**src/rtl/qk_feeder_pkg.sv**
```systemverilog
// qk_feeder_pkg: shared definitions for the MAC-column head sequencer.
//   - chain instruction encodings (2-bit, [1]=execute, [0]=load)
//   - FSM state enum
//   - number of zero pad beats that lead every load sequence
package qk_feeder_pkg;

    localparam logic [1:0] INST_IDLE = 2'b00;
    localparam logic [1:0] INST_LOAD = 2'b01;
    localparam logic [1:0] INST_EXEC = 2'b10;

    localparam int PAD_BEATS = 2;

    typedef enum logic [2:0] {
        S_IDLE,
        S_LOAD,
        S_EXEC,
        S_DRAIN,
        S_DONE
    } state_e;

endpackage

```
**src/rtl/qk_feeder.sv**
```systemverilog
// qk_feeder: drives column 0 of the MAC column chain.
// Loads one key vector per column (preceded by PAD_BEATS zero beats), then
// streams n_q query vectors as execute beats, inserting bubbles while the
// output FIFO is full, waits for the chain to drain and pulses done.
//
// Ports:
//   clk, reset        rising-edge clock, async active-high reset
//   start             job request (IDLE only), samples key_base/q_base/n_q
//   ofifo_ready       output FIFO can take a result; low -> execute bubble
//   mem_rd/mem_addr   registered SRAM read request (issue stage)
//   mem_rdata         SRAM data, valid the cycle after mem_rd
//   inst_out/q_out    instruction + data beat to the chain (output stage)
//   busy, done        job status; done is a one-cycle pulse
//   exec_cnt          execute beats issued in the current job
module qk_feeder
    import qk_feeder_pkg::*;
#(
    parameter int bw  = 8,
    parameter int pr  = 8,
    parameter int col = 8,
    parameter int aw  = 10,
    parameter int qw  = 8
) (
    input  logic             clk,
    input  logic             reset,
    input  logic             start,
    input  logic [aw-1:0]    key_base,
    input  logic [aw-1:0]    q_base,
    input  logic [qw-1:0]    n_q,
    input  logic             ofifo_ready,
    output logic             mem_rd,
    output logic [aw-1:0]    mem_addr,
    input  logic [pr*bw-1:0] mem_rdata,
    output logic [1:0]       inst_out,
    output logic [pr*bw-1:0] q_out,
    output logic             busy,
    output logic             done,
    output logic [qw-1:0]    exec_cnt
);

    localparam int DW = pr * bw;
    // Shared beat counter: LOAD counts beats 1..col+1, DRAIN counts 0..col+3.
    localparam int CW = $clog2(col + 4);

    state_e          state_q;
    logic [CW-1:0]   cnt_q;
    logic [aw-1:0]   key_q;
    logic [aw-1:0]   qb_q;
    logic [qw-1:0]   nq_q;
    logic [qw-1:0]   exec_cnt_q;
    logic            mem_rd_q;
    logic [aw-1:0]   mem_addr_q;
    logic [1:0]      iss_inst_q;   // instruction travelling with the SRAM read
    logic            iss_pad_q;
    logic [1:0]      inst_out_q;
    logic            out_pad_q;
    logic [DW-1:0]   q_hold_q;     // last beat driven, replayed on bubbles
    logic            busy_q;
    logic            done_q;

    always_ff @(posedge clk or posedge reset) begin
        if (reset) begin
            state_q    <= S_IDLE;
            cnt_q      <= '0;
            key_q      <= '0;
            qb_q       <= '0;
            nq_q       <= '0;
            exec_cnt_q <= '0;
            mem_rd_q   <= 1'b0;
            mem_addr_q <= '0;
            iss_inst_q <= INST_IDLE;
            iss_pad_q  <= 1'b0;
            inst_out_q <= INST_IDLE;
            out_pad_q  <= 1'b0;
            q_hold_q   <= '0;
            busy_q     <= 1'b0;
            done_q     <= 1'b0;
        end else begin
            // Output stage: instruction and pad select follow the issue stage.
            inst_out_q <= iss_inst_q;
            out_pad_q  <= iss_pad_q;
            q_hold_q   <= q_out;

            // Issue stage defaults: no beat this cycle.
            mem_rd_q   <= 1'b0;
            iss_inst_q <= INST_IDLE;
            iss_pad_q  <= 1'b0;
            done_q     <= 1'b0;

            case (state_q)
                S_IDLE: begin
                    if (start) begin
                        key_q      <= key_base;
                        qb_q       <= q_base;
                        nq_q       <= n_q;
                        exec_cnt_q <= '0;
                        busy_q     <= 1'b1;
                        // Load beat 0 (a pad) issues in the cycle after start.
                        iss_inst_q <= INST_LOAD;
                        iss_pad_q  <= 1'b1;
                        cnt_q      <= CW'(1);
                        state_q    <= S_LOAD;
                    end
                end
                S_LOAD: begin
                    iss_inst_q <= INST_LOAD;
                    if (cnt_q < CW'(PAD_BEATS)) begin
                        iss_pad_q <= 1'b1;
                    end else begin
                        mem_rd_q   <= 1'b1;
                        mem_addr_q <= key_q + aw'(cnt_q) - aw'(PAD_BEATS);
                    end
                    if (cnt_q == CW'(col + 1)) begin
                        cnt_q   <= '0;
                        state_q <= (nq_q == '0) ? S_DRAIN : S_EXEC;
                    end else begin
                        cnt_q <= cnt_q + CW'(1);
                    end
                end
                S_EXEC: begin
                    if (ofifo_ready) begin
                        iss_inst_q <= INST_EXEC;
                        mem_rd_q   <= 1'b1;
                        mem_addr_q <= qb_q + aw'(exec_cnt_q);
                        exec_cnt_q <= exec_cnt_q + qw'(1);
                        if (exec_cnt_q + qw'(1) == nq_q) state_q <= S_DRAIN;
                    end
                end
                S_DRAIN: begin
                    // col+4 cycles here = 2 pipeline stages + col+2 after the last beat.
                    if (cnt_q == CW'(col + 3)) begin
                        done_q  <= 1'b1;
                        state_q <= S_DONE;
                    end else begin
                        cnt_q <= cnt_q + CW'(1);
                    end
                end
                S_DONE: begin
                    busy_q  <= 1'b0;
                    state_q <= S_IDLE;
                end
                default: state_q <= S_IDLE;
            endcase
        end
    end

    // SRAM data only becomes valid in the beat's own output cycle, so the data
    // path is a mux behind the registered instruction/pad select.
    assign q_out    = (inst_out_q == INST_IDLE) ? q_hold_q
                    : (out_pad_q ? '0 : mem_rdata);
    assign inst_out = inst_out_q;
    assign mem_rd   = mem_rd_q;
    assign mem_addr = mem_addr_q;
    assign busy     = busy_q;
    assign done     = done_q;
    assign exec_cnt = exec_cnt_q;

endmodule
```
**config.mk**
```make
export PLATFORM = sky130hd
export DESIGN_NAME = qk_feeder
export DESIGN_NICKNAME = d
export VERILOG_FILES = /design/src/rtl/qk_feeder_pkg.sv /design/src/rtl/qk_feeder.sv
export SDC_FILE = /design/constraint.sdc
export NUM_CORES = 1
export LEC_CHECK = 0
export ABC_AREA = 1
export BUFFER_PORTS_ARGS = -buffer_cell sky130_fd_sc_hd__buf_2
export CAP_MARGIN = 20
export CORE_MARGIN = 2
export CORE_UTILIZATION = 45
export CTS_CLUSTER_SIZE = 8
export DETAILED_ROUTE_END_ITERATION = 10
export PLACE_DENSITY = 0.82
export RECOVER_POWER = 50
export REMOVE_ABC_BUFFERS = 1
export SLEW_MARGIN = 10
export SYNTH_ARGS = -nofsm -noshare
export SYNTH_HDL_FRONTEND = slang
export SYNTH_SLANG_ARGS = --single-unit
```
**constraint.sdc**
```tcl
create_clock -name clk -period 4.4 [get_ports clk]
set_input_delay 0.44 -clock clk [delete_from_list [all_inputs] [get_ports clk]]
set_output_delay 0.44 -clock clk [all_outputs]
set_load 0.005 [all_outputs]
```
Yosys cells after proc, flatten, opt, wreduce, memory -nomap -nowiden

Cells that the tools add are included.

Bits in registers: 126
Latch bits: 0
RAM bits: 0
Bits in read-only memories: 0
Bits of input ports: 96
Memories kept: 0

$add $sub $neg: 5
Multiply operators: 0
Div/mod/pow operators: 0
Order comparisons: 1
Equality and inequality tests: 14
Shift-type cells: 0
Mux-type cells: 32
Bitwise operators: 0
Reduce and logical (&&, ||, !) cells: 13

Operator list:

| cell                    | count |
|---|---|
| $mux W64                | 2 |
| $mux W10                | 2 |
| $pmux W10 S2            | 1 |
| $mux W8                 | 2 |
| $pmux W8 S2             | 1 |
| $mux W3                 | 5 |
| $ne A2 B2 Y1 const B    | 7 |
| $mux W4                 | 3 |
| $pmux W3 S4             | 1 |
| $pmux W4 S3             | 1 |
| $add A10 B4 Y10         | 1 |
| $add A10 B8 Y10         | 1 |
| $sub A10 B2 Y10 const B | 1 |
| $mux W1                 | 9 |
| $reduce_and A3 Y1       | 3 |
| $add A8 B1 Y8 const B   | 1 |
| $eq A4 B4 Y1 const B    | 2 |
| $eq A8 B8 Y1            | 1 |
| $logic_not A8 Y1        | 1 |
| $eq A3 B2 Y1 const B    | 2 |
| $pmux W1 S2             | 3 |
| $pmux W2 S3             | 1 |
| $reduce_bool A2 Y1      | 3 |
| $reduce_and A5 Y1       | 1 |
| 9 further kinds         | 10 |

Longest topological paths before layout

Gate-level depths: netlist of run 1.

Depth after elaboration: 5
Mapped depth: 14

Worst setup path after synthesis of run 1

OpenSTA, ideal clock, no wires.

Path kind: register to register
From: register cnt_q[1]
To: register mem_addr_q[9] (netlist: mem_addr[9])
Arrival time: 1.955 ns
Setup slack: 2.328 ns
Stages on the path, launching flop included: 14
Path buffers: 0
Clock period less this slack: 2.072 ns
Cells stage by stage: dfrtp_1 -> inv_1 -> ha_1 -> inv_1 -> ha_1 -> fa_1 -> a21oi_1 -> o21ai_0 -> nand3_1 -> nand3_1 -> nand2_1 -> o21ai_0 -> nand2_1 -> nand2_1

Cells in the longest elaborated chain, start to end: 4
Elaborated cells on any way between the ends: 7
Those cells by class: 2 x add/sub; 1 x order compare; 1 x eq/ne; 2 x mux; 1 x reduce/logical

RTL lines:

| item                   | line             | source |
|---|---|---|
| from (decl)            | qk_feeder.sv:46  | `logic [CW-1:0] cnt_q;` |
| from (signal assigned) | qk_feeder.sv:117 | `cnt_q <= cnt_q + CW'(1);` |
| from (signal assigned) | qk_feeder.sv:135 | `cnt_q <= cnt_q + CW'(1);` |
| $add A10 B4 Y10        | qk_feeder.sv:111 | `mem_addr_q <= key_q + aw'(cnt_q) - aw'(PAD_BEATS);` |
| $sub A10 B2 Y10        | qk_feeder.sv:111 |  |
| $mux W10               | qk_feeder.sv:107 | `if (cnt_q < CW'(PAD_BEATS)) begin` |
| $pmux W10 S2           | qk_feeder.sv:90  | `case (state_q)` |
| to (signal assigned)   | qk_feeder.sv:111 |  |
| to (signal assigned)   | qk_feeder.sv:124 | `mem_addr_q <= qb_q + aw'(exec_cnt_q);` |
| to (decl)              | qk_feeder.sv:52  | `logic [aw-1:0] mem_addr_q;` |

Parallel ways exist; a longest one is shown, timed or not. The select of a mux whose other input is x is not followed.
A chain may end at the register's enable or synchronous reset.

Final worst setup path of run 1

From: register out_pad_q
To: output q_out[45]

Cells in the longest elaborated chain, start to end: 2

RTL lines:

| item                   | line             | source |
|---|---|---|
| from (decl)            | qk_feeder.sv:56  | `logic out_pad_q;` |
| from (signal assigned) | qk_feeder.sv:81  | `out_pad_q <= iss_pad_q;` |
| $mux W64               | qk_feeder.sv:150 | `: (out_pad_q ? '0 : mem_rdata);` |
| $mux W64               | qk_feeder.sv:149 | `assign q_out = (inst_out_q == INST_IDLE) ? q_hold_q` |
| to (decl)              | qk_feeder.sv:35  | `output logic [pr*bw-1:0] q_out,` |

No other way between the ends.

==> results of run 1 <==
[cells by family after synthesis]
group / synth area share, %
compound gates: 12.0
simple gates: 19.3
mux: 2.34
fa+ha+maj: 5.25
flops: 50.5
xor+xnor: 0.981
buf+inv: 9.73
[final cells by class]
type	instances	area share [%]
Multi-Input combinational cell	449	31.4
Inverter	128	6.13
Tap cell	180	2.85
Clock buffer	23	6.05
Timing Repair Buffer	185	11.6
Clock inverter	9	2.00
Sequential cell	126	39.9
[power by group through the flow]
stage                     registers, mW  clock network (mW)  logic (mW)
after floorplan                    1.83                   0        1.72
after global placement             1.87                   0        2.54
after detailed placement           1.89                   0        2.61
after CTS                          1.88                1.52        2.65
after global routing               1.94                1.58        3.01
final                              1.89                1.50        2.62
[cells in the final DEF (no fill, tap or decap), types with 4 or more instances in the layout]
master | netlist | final
a21oi_1 | 38 | 38
clkbuf_1 | 15 | 16
buf_2 | 4 | 169
nand4_1 | 4 | 4
mux2_2 | 12 | 12
o21ai_0 | 85 | 85
inv_1 | 125 | 125
nor2_1 | 43 | 44
nand2_1 | 98 | 97
dfrtp_1 | 126 | 126
nand3_1 | 101 | 101
bufinv_16 | 0 | 4
xor2_1 | 5 | 5
a31oi_1 | 7 | 7
clkbuf_16 | 0 | 17
ha_1 | 23 | 23
[state kept, by name, summed over array words and instances (netlist names)]
name	cells
mem_rd	1
qb_q	10
iss_inst_q	2
exec_cnt	8
mem_addr	10
inst_out	2
nq_q	8
iss_pad_q	1
done	1
busy	1
cnt_q	4
state_q	3
out_pad_q	1
q_hold_q	64
key_q	10
[path summary, 6_finish.rpt]
path,start,endpoint,slack [ps],cells after the start
max,out_pad_q$_DFF_PP0_,q_out[45],1120,4
min,q_base[2],qb_q[2]$_DFFE_PP0P_,230,2
max reg2reg,state_q[2]$_DFFE_PP0P_,mem_addr[3]$_DFFE_PP0P_,1690,10
min reg2reg,iss_inst_q[1]$_DFF_PP0_,inst_out[1]$_DFF_PP0_,350,0
max in group asynchronous,reset,q_hold_q[27]$_DFF_PP0_,2370,3
min in group asynchronous,reset,key_q[8]$_DFFE_PP0P_,660,2
[layer usage]
metal	vias to the layer above	global-route usage, %	wire length [microns]
li1	2747	-	-
met1	2647	27.2	6720
met2	209	37.0	7640
met3	30	7.72	1310
met4	2	7.47	282
met5	-	0	13
[critical path: stages, from the launching register on]
cell,delay [ps]
dfrtp_1,350
inv_1,1350
nand3_1,300
o21ai_0,230
buf_2,180
==> impl_metrics.tcl, run 1 <==
set metrics [dict create \
    routed_wl_microns 16000 \
    postSynth.asyncResetShare_pct 100 \
    htreeDepth 4 \
    grt_pass1_wl_microns 25500 \
    core_sq_mm 0.0137 \
    fmax_mhz 305 \
    synthFlopType "dfrtp_1" \
    hold_viol 0 \
    num_io_pins 183 \
    internal_power_mw 3.62 \
    hold_buffers 0 \
    final_cells 1100 \
    slew_violations 121 \
    p_sw_mw 2.39 \
    period_share_pct 74.5 \
    seqPwrFrac_pct 31.4 \
    timing.hold.ws_ps 228 \
    p_total_mw 6.01 \
    dp_hpwl_microns 11200 \
    synth_area_leaders "dfrtp_1 50%, nand3_1 8.1%, inv_1 7.5%" \
    required_ps 3960 \
    finalInstanceArea_sq_mm 0.00790 \
    vias 5635 \
    p_clk_share_pct 25.0 \
    powerDensity_mw_per_mm2 761 \
    place_worst_setup_slack_ps 2090 \
    cts_buffers 17 \
    synth_area_per_cell_sq_um 8.55 \
    ant_nets 0 \
    seq_area_frac_synth_pct 50.5 \
    setup_slack_ps 1120 \
    grt_usage_pct 22.3 \
    swShare_pct 39.7 \
    finClkSkew_ps 8.89 \
    area_growth_pct 26.4 \
    placed_cell_area_sq_mm 0.00729 \
    fill_cells 1210 \
    path_clk_slew_ps 60 \
    first_pass_iters 5 \
    seqCellArea_sq_mm 0.00315 \
    drive_above_1_share_pct 24.6 \
    drt_iter0_markers 360 \
    ys_ff_latch 126 \
    ctsResizeCount 0 \
    yosysTopAreaCellShare_pct 50.5 \
    synthCells 731 \
    antenna_found_initial 1 \
    final_nets 1028 \
    cts_sinks 126 \
    routabilityCongestion 0.855 \
    worstSetupPathType "reg -> out" \
    insertion_delay_ps 420 \
    first_global_vias 5209 \
    post_drt_wl_per_cell_microns 14.5 \
    grt_overflow 0 \
    syn_area_sq_mm 0.00625 \
    arrival_ps 2840 \
    initial_core_util_pct 45.5 \
    crit_fanout 64 \
    yosys_warnings 0 \
    num_rows 43 \
    status "finished, violations left" \
    port-buffer-count 182 \
    placedCellCount 1068 \
    min_path_type "in -> reg" \
    yosys-top-cells-count "126 x dfrtp_1, 125 x inv_1, 101 x nand3_1, 98 x nand2_1, 85 x o21ai_0" \
    ir_worst_vdd_mv 0.442 \
    rsz0062_at_grt "no" \
    comb_power_share_pct 43.7 \
    cts_setup_buffers 0 \
    cap_violations 2 \
    die_w_microns 122 \
    violations "max-capacitance violations, max-slew violations" \
    tightest_slew_ps 2390 \
    grt_start_max_net_pins 98 \
    start_kind "flip-flop" \
    diodes 0 \
    synth_edf_count 0 \
    die_h_microns 122 \
    finalSetupTns_ps 0 \
    utilization_pct 57.6 \
    synth.distinct_cells 39 \
    final-setup-viol-count 0 \
    cts_tree "done" \
    drc 0 \
    cts_root_buffer "clkbuf_16" \
    maxSlewHeadroom_pct -60.2 \
    period_needed_ps 3280 \
    end_kind "output pin" \
    total_leakage_power_nw 4.15 \
    multi_input_area_sq_mm 0.00248 \
    yosysTopAreaCell "dfrtp_1" \
    clockBufferDepth 2 \
    dieArea_sq_mm 0.0148 \
    synthMostInstantiatedCell "dfrtp_1" \
    viasPerCell 5.12 \
]
Note: power is estimated with default switching activity, not from simulation.
==> run 2: changes to the inputs <==
Settings changed: ABC_AREA 1 to 0.
Clock period 4.4 ns to 3.3 ns, I/O delays scaled along.
==> run 2 against run 1 <==
Sequential cell count stayed put; critical path type is now reg -> reg; cell area down 1.4%; die area fell by 2.2%; combinational power grew 47%; sequential power grew 42%; via count fell by 12%; hold slack got worse by 96 ps; largest power group unchanged; the run still ends with max-capacitance violations, max-slew violations left; global-route usage decreased by 1.8 points; routed wire length decreased by 10%; count of clock-buffer cells in the layout is 3 lower; sequential share of layout area rose by 0.56 points.
==> impl_metrics.tcl, run 2 <==
set metrics [dict create \
    status "finished, violations left" \
    violations "max-capacitance violations, max-slew violations" \
    total_leakage_power_nw 3.83 \
    hold_buffers 0 \
    timing.hold.ws_ps 132 \
    start_kind "flip-flop" \
    tightest_slew_ps 1750 \
    ant_nets 0 \
    required_ps 3600 \
    top_register "q_hold_q" \
    use_met3_pct 5.28 \
    yosys_warnings 0 \
    yosys-top-cells-count "126 x dfrtp_1, 102 x o21ai_0, 98 x nand2_1, 66 x nand2b_1, 29 x nor2_1" \
    synthFlopType "dfrtp_1" \
    largest_reg_flops 64 \
    die_w_microns 120 \
    dp_hpwl_microns 10300 \
    routed_wl_microns 14400 \
    num_io_pins 183 \
    min_path_cells 3 \
    grt_pass1_wl_microns 23200 \
    initial_core_util_pct 46.1 \
    synthMostInstantiatedCell "dfrtp_1" \
    finalSetupTns_ps 0 \
    finClkSkew_ps 7.55 \
    rsz0062_at_grt "no" \
    min_path_type "in -> reg" \
    routabilityCongestion 0.858 \
    ys_ff_latch 126 \
    vias 4986 \
    maxSlewHeadroom_pct -17.6 \
    powerDensity_mw_per_mm2 1070 \
    hold_path_end "key_q[7]$_DFFE_PP0P_" \
    dieArea_sq_mm 0.0145 \
    p_total_mw 8.37 \
    slew_violations 41 \
    cts_root_buffer "clkbuf_16" \
    final_cell_mix "169 x buf_2, 126 x dfrtp_1, 102 x o21ai_0, 98 x nand2_1, 66 x nand2b_1" \
    cts_buffers 17 \
    first_pass_iters 4 \
    period_share_pct 84.5 \
    cts_sinks 126 \
    mostFrequentLayoutCell "buf_2" \
    yosysTopAreaCellShare_pct 51.7 \
    hold_start "key_base[7]" \
    synth.distinct_cells 47 \
    r2r_cells 11 \
    placed_cell_area_sq_mm 0.00720 \
    drive_above_1_share_pct 28.5 \
    use_met2_pct 33.3 \
    core_sq_mm 0.0132 \
    synthCells 628 \
    r2r-end "mem_addr[9]$_DFFE_PP0P_" \
    synth_area_leaders "dfrtp_1 52%, o21ai_0 8.4%, nand2b_1 6.8%" \
    worstSetupPathType "reg -> reg" \
    num_rows 42 \
    clockBufferDepth 2 \
    fmax_mhz 359 \
    crit_fanout 5 \
    synth_area_per_cell_sq_um 9.72 \
    insertion_delay_ps 410 \
    end_kind "flip-flop" \
    grt.busiest_layer "met2" \
    area_growth_pct 27.6 \
    synth_edf_count 0 \
    timing.rr.start "cnt_q[1]$_DFFE_PP0P_" \
    arrival_ps 3090 \
    ir_worst_vdd_mv 0.517 \
    viasPerCell 5.00 \
    grt_use_met1_pct 26.1 \
    drt_iter0_markers 314 \
    htreeDepth 4 \
    rrSetupSlack_ps 510 \
    placedCellCount 962 \
    hold_viol 0 \
    die_h_microns 120 \
    fill_cells 1138 \
    cts_tree "done" \
    seq_area_frac_synth_pct 51.7 \
    post_drt_wl_per_cell_microns 14.4 \
    port-buffer-count 182 \
    syn_area_sq_mm 0.00610 \
    drc 0 \
    first_global_vias 4748 \
    grt_start_max_net_pins 91 \
    path_clk_slew_ps 50 \
    cts_setup_buffers 0 \
    cap_violations 1 \
    yosysTopAreaCell "dfrtp_1" \
    postSynth.asyncResetShare_pct 100 \
    ctsResizeCount 0 \
    grt_overflow 0 \
    final_cells 997 \
    grt_usage_pct 20.4 \
    finalInstanceArea_sq_mm 0.00779 \
    antenna_found_initial 2 \
    final_nets 928 \
    period_needed_ps 2790 \
    final-setup-viol-count 0 \
]
[run 2: changes by cell type after synthesis, sizes merged, moves of 16 or more]
cell,change
inv,-104
nand3,-94
nand2b,+66
a21oi,-28
nor2,-18
o21ai,+16
[run 2: final cells by class]
class | count | area [sq um] | share of cell area (%)
diodes | 1 | 2.50 | 0.0321
clock buffers | 20 | 437 | 5.61
clock inverters | 12 | 145 | 1.86
inverters | 24 | 91.3 | 1.17
multi-input cells | 447 | 2740 | 35.2
flip-flops and latches | 126 | 3150 | 40.5
well taps | 176 | 220 | 2.83
repair buffers | 191 | 998 | 12.8
[run 2: metrics by stage]
stage | setup slack, ps | util [%]
after detailed placement | 586 | 54.4
after floorplan | -1470 | -
final | 513 | 58.8
after global routing | 194 | 58.8
after global placement | 690 | 54.4
after CTS | 585 | 58.8
[run 2: worst max-delay path: stages (launching register included)]
cell and delay, ps:
dfrtp_1 410, inv_1 80, ha_1 280, inv_1 40, ha_1 210, fa_1 410
a21oi_1 200, o211ai_1 170, o41ai_1 410, xnor2_1 170, a21oi_1 80, a22o_1 210
[run 2: worst max path at each step]
stage,startpoint,to,slack (ps),cells past startpoint
3_3_place_gp,cnt_q[1]$_DFFE_PP0P_,mem_addr[9]$_DFFE_PP0P_,690,11
6_report,cnt_q[1]$_DFFE_PP0P_,mem_addr[9]$_DFFE_PP0P_,510,11
5_1_grt,reset,cnt_q[1]$_DFFE_PP0P_,190,4
4_1_cts,cnt_q[1]$_DFFE_PP0P_,mem_addr[9]$_DFFE_PP0P_,590,11
3_5_place_dp,cnt_q[1]$_DFFE_PP0P_,mem_addr[9]$_DFFE_PP0P_,590,11
2_1_floorplan,inst_out[1]$_DFF_PP0_,q_hold_q[0]$_DFF_PP0_,-1470,2
[run 2: cells by family after synthesis]
family,after synthesis,share of synthesized area [%]
flip-flops,126,51.7
XOR/XNOR,27,3.87
multiplexers,24,4.39
buffers and inverters,55,3.51
adder cells (fa/ha/maj),25,5.37
AND/OR/NAND/NOR,230,18.3
AO/OA/AOI/OAI,141,12.9
[run 2: power by group]
part | switching (mW) | internal [mW]
Sequential | 0.409 | 2.27
Combinational | 2.09 | 1.76
Clock | 0.659 | 1.18
Total | 3.16 | 5.21
[run 2: layer usage]
layer	share of wire [%]	wire length [microns]
met5	0.077	11
met4	1.9	269
met3	6.3	901
met2	48	6840
met1	44	6350
==> run 3: changes to the inputs <==
Settings changed: PLACE_DENSITY 0.82 to 0.85.
Clock period 3.3 ns to 2.5 ns, I/O delays scaled along.
==> run 3 against run 2 <==
The run still ends with max-capacitance violations, max-slew violations left; hold slack lost 89 ps; die area is the same; critical path depth did not move; core utilization rose by 1.2 points; fmax is 14% higher; worst setup slack got worse by 470 ps; critical path type unchanged; via count is 3.6% higher.
==> impl_metrics.tcl, run 3 (synthesis results as in run 2) <==
set metrics [dict create \
    antenna_found_initial 0 \
    num_io_pins 183 \
    worstSetupPathType "reg -> reg" \
    min_path_cells 3 \
    rsz0062_at_grt "yes" \
    top_register "q_hold_q" \
    final_nets 942 \
    path_cells "inv_2 > ha_4 > inv_2 > ha_4 > fa_2 > a21oi_2 > o211ai_1 > o41ai_2 > xnor2_1 > a21oi_1 > a22o_1" \
    routabilityCongestion 0.828 \
    crit_fanout 3 \
    period_share_pct 98.1 \
    min_path_type "in -> reg" \
    crit_family "compound AO/OA/AOI/OAI gates" \
    vias 5167 \
    period_needed_ps 2450 \
    ant_nets 0 \
    drt-met1-wl_microns 6550 \
    p_total_mw 11.6 \
    largest_reg_flops 64 \
    path_clk_slew_ps 60 \
    dieArea_sq_mm 0.0145 \
    dp_hpwl_microns 11000 \
    top_layer "met4" \
    die_h_microns 120 \
    cts_tree "done" \
    drive_above_1_share_pct 31.5 \
    internal_power_mw 7.14 \
    hold_viol 0 \
    viasPerCell 5.12 \
    finClkSkew_ps 8.00 \
    cts_buffers 17 \
    start_kind "flip-flop" \
    p_clk_share_pct 21.5 \
    mostFrequentLayoutCell "buf_2" \
    drt_iter0_markers 372 \
    end_kind "flip-flop" \
    first_pass_iters 5 \
    final-setup-viol-count 0 \
    swShare_pct 38.6 \
    cap_violations 1 \
    violations "max-capacitance violations, max-slew violations" \
    grt_overflow 0 \
    die_w_microns 120 \
    grt_start_max_net_pins 97 \
    diodes 0 \
    area_growth_pct 30.2 \
    seqPwrFrac_pct 31.1 \
    maxSlewHeadroom_pct -10.6 \
    max_stage_delay_ps 380 \
    r2r_cells 11 \
    total_leakage_power_nw 3.92 \
    grt_usage_pct 22.1 \
    comb_power_share_pct 47.5 \
    powerDensity_mw_per_mm2 1460 \
    post_drt_wl_per_cell_microns 15.4 \
    slew_violations 42 \
    p_sw_mw 4.48 \
    finalInstanceArea_sq_mm 0.00795 \
    first_global_vias 5082 \
    tightest_slew_ps 1660 \
    fmax_mhz 408 \
    slowest_stage "fa_2" \
    path_buf_inv 2 \
    num_rows 42 \
    required_ps 2800 \
    placed_cell_area_sq_mm 0.00728 \
    dr_wl_met3_microns 1160 \
    ir_worst_vdd_mv 0.689 \
    wl_met2_microns 7470 \
    final_cell_mix "175 x buf_2, 125 x dfrtp_1, 102 x o21ai_0, 98 x nand2_1, 66 x nand2b_1" \
    initial_core_util_pct 46.1 \
    drc 0 \
    cp.depth 11 \
    routed_wl_microns 15600 \
    port-buffer-count 182 \
    htreeDepth 4 \
    arrival_ps 2750 \
    cts_root_buffer "clkbuf_16" \
    cts_sinks 126 \
    insertion_delay_ps 410 \
    core_sq_mm 0.0132 \
    status "finished, violations left" \
    clockBufferDepth 2 \
    grt_pass1_wl_microns 25100 \
]
## run 3: metrics by stage
| stage | util, % | worst slack (ps) | TNS [ps] | std cells | hold WS, ps |
|---|---|---|---|---|---|
| 2_1_floorplan | - | -2270 | -457320 | 597 | 331 |
| 3_3_place_gp | 55.0 | -19.7 | -19.7 | 972 | 334 |
| 3_5_place_dp | 55.0 | -102 | -102 | 972 | 336 |
| 4_1_cts | 60.2 | -60.0 | -60.0 | 1010 | 28.7 |
| 5_1_grt | 60.0 | -62.0 | -62.0 | 1010 | 44.9 |
| 6_report | 60.0 | 47.4 | 0 | 1010 | 43.3 |
## run 3: layout make-up
type	instances	area [sq um]
clock buffers	19	443
repair buffers	205	1090
inverters	24	90.1
clock inverters	13	164
well taps	176	220
multi-input cells	447	2790
fillers	1116	5300
flip-flops and latches	126	3150
## run 3: power by group through the flow
stage	Sequential, mW	Combinational [mW]	Clock (mW)
2_1_floorplan	3.50	3.23	0
3_3_place_gp	3.57	5.00	0
3_5_place_dp	3.62	5.20	0
4_1_cts	3.59	5.49	2.55
5_1_grt	3.70	6.18	2.66
6_report	3.61	5.51	2.49
## run 3: what timing repair did
action,CTS,global route
endpoints found under the hold margin,39,0
buffers inserted,5,0
endpoints found under the setup margin,1,18
resized for setup,8,2
pin swaps,8,2
hold buffers,1,0
## run 3: final timing paths
path | start | end | slack (ps)
setup / recovery | cnt_q[1]$_DFFE_PP0P_ | mem_addr[9]$_DFFE_PP0P_ | 50
max in group asynchronous | reset | qb_q[5]$_DFFE_PP0P_ | 360
hold reg to reg | iss_pad_q$_DFF_PP0_ | out_pad_q$_DFF_PP0_ | 350
min in group asynchronous | reset | q_hold_q[5]$_DFF_PP0_ | 920
setup reg to reg | cnt_q[1]$_DFFE_PP0P_ | mem_addr[9]$_DFFE_PP0P_ | 50
hold / removal | key_base[7] | key_q[7]$_DFFE_PP0P_ | 40
## run 3: metal layers
layer,vias to the layer above,GRT usage [%]
met4,0,9.45
met5,-,0
li1,2511,-
met2,209,37.3
met3,33,6.70
met1,2414,26.3
## run 3: worst register-to-register path: stages, from the launching register on
cell and delay, ps:
dfrtp_1 350, inv_2 60, ha_4 250, inv_2 40
ha_4 150, fa_2 380, a21oi_2 190, o211ai_1 170
o41ai_2 300, xnor2_1 170, a21oi_1 80, a22o_1 180
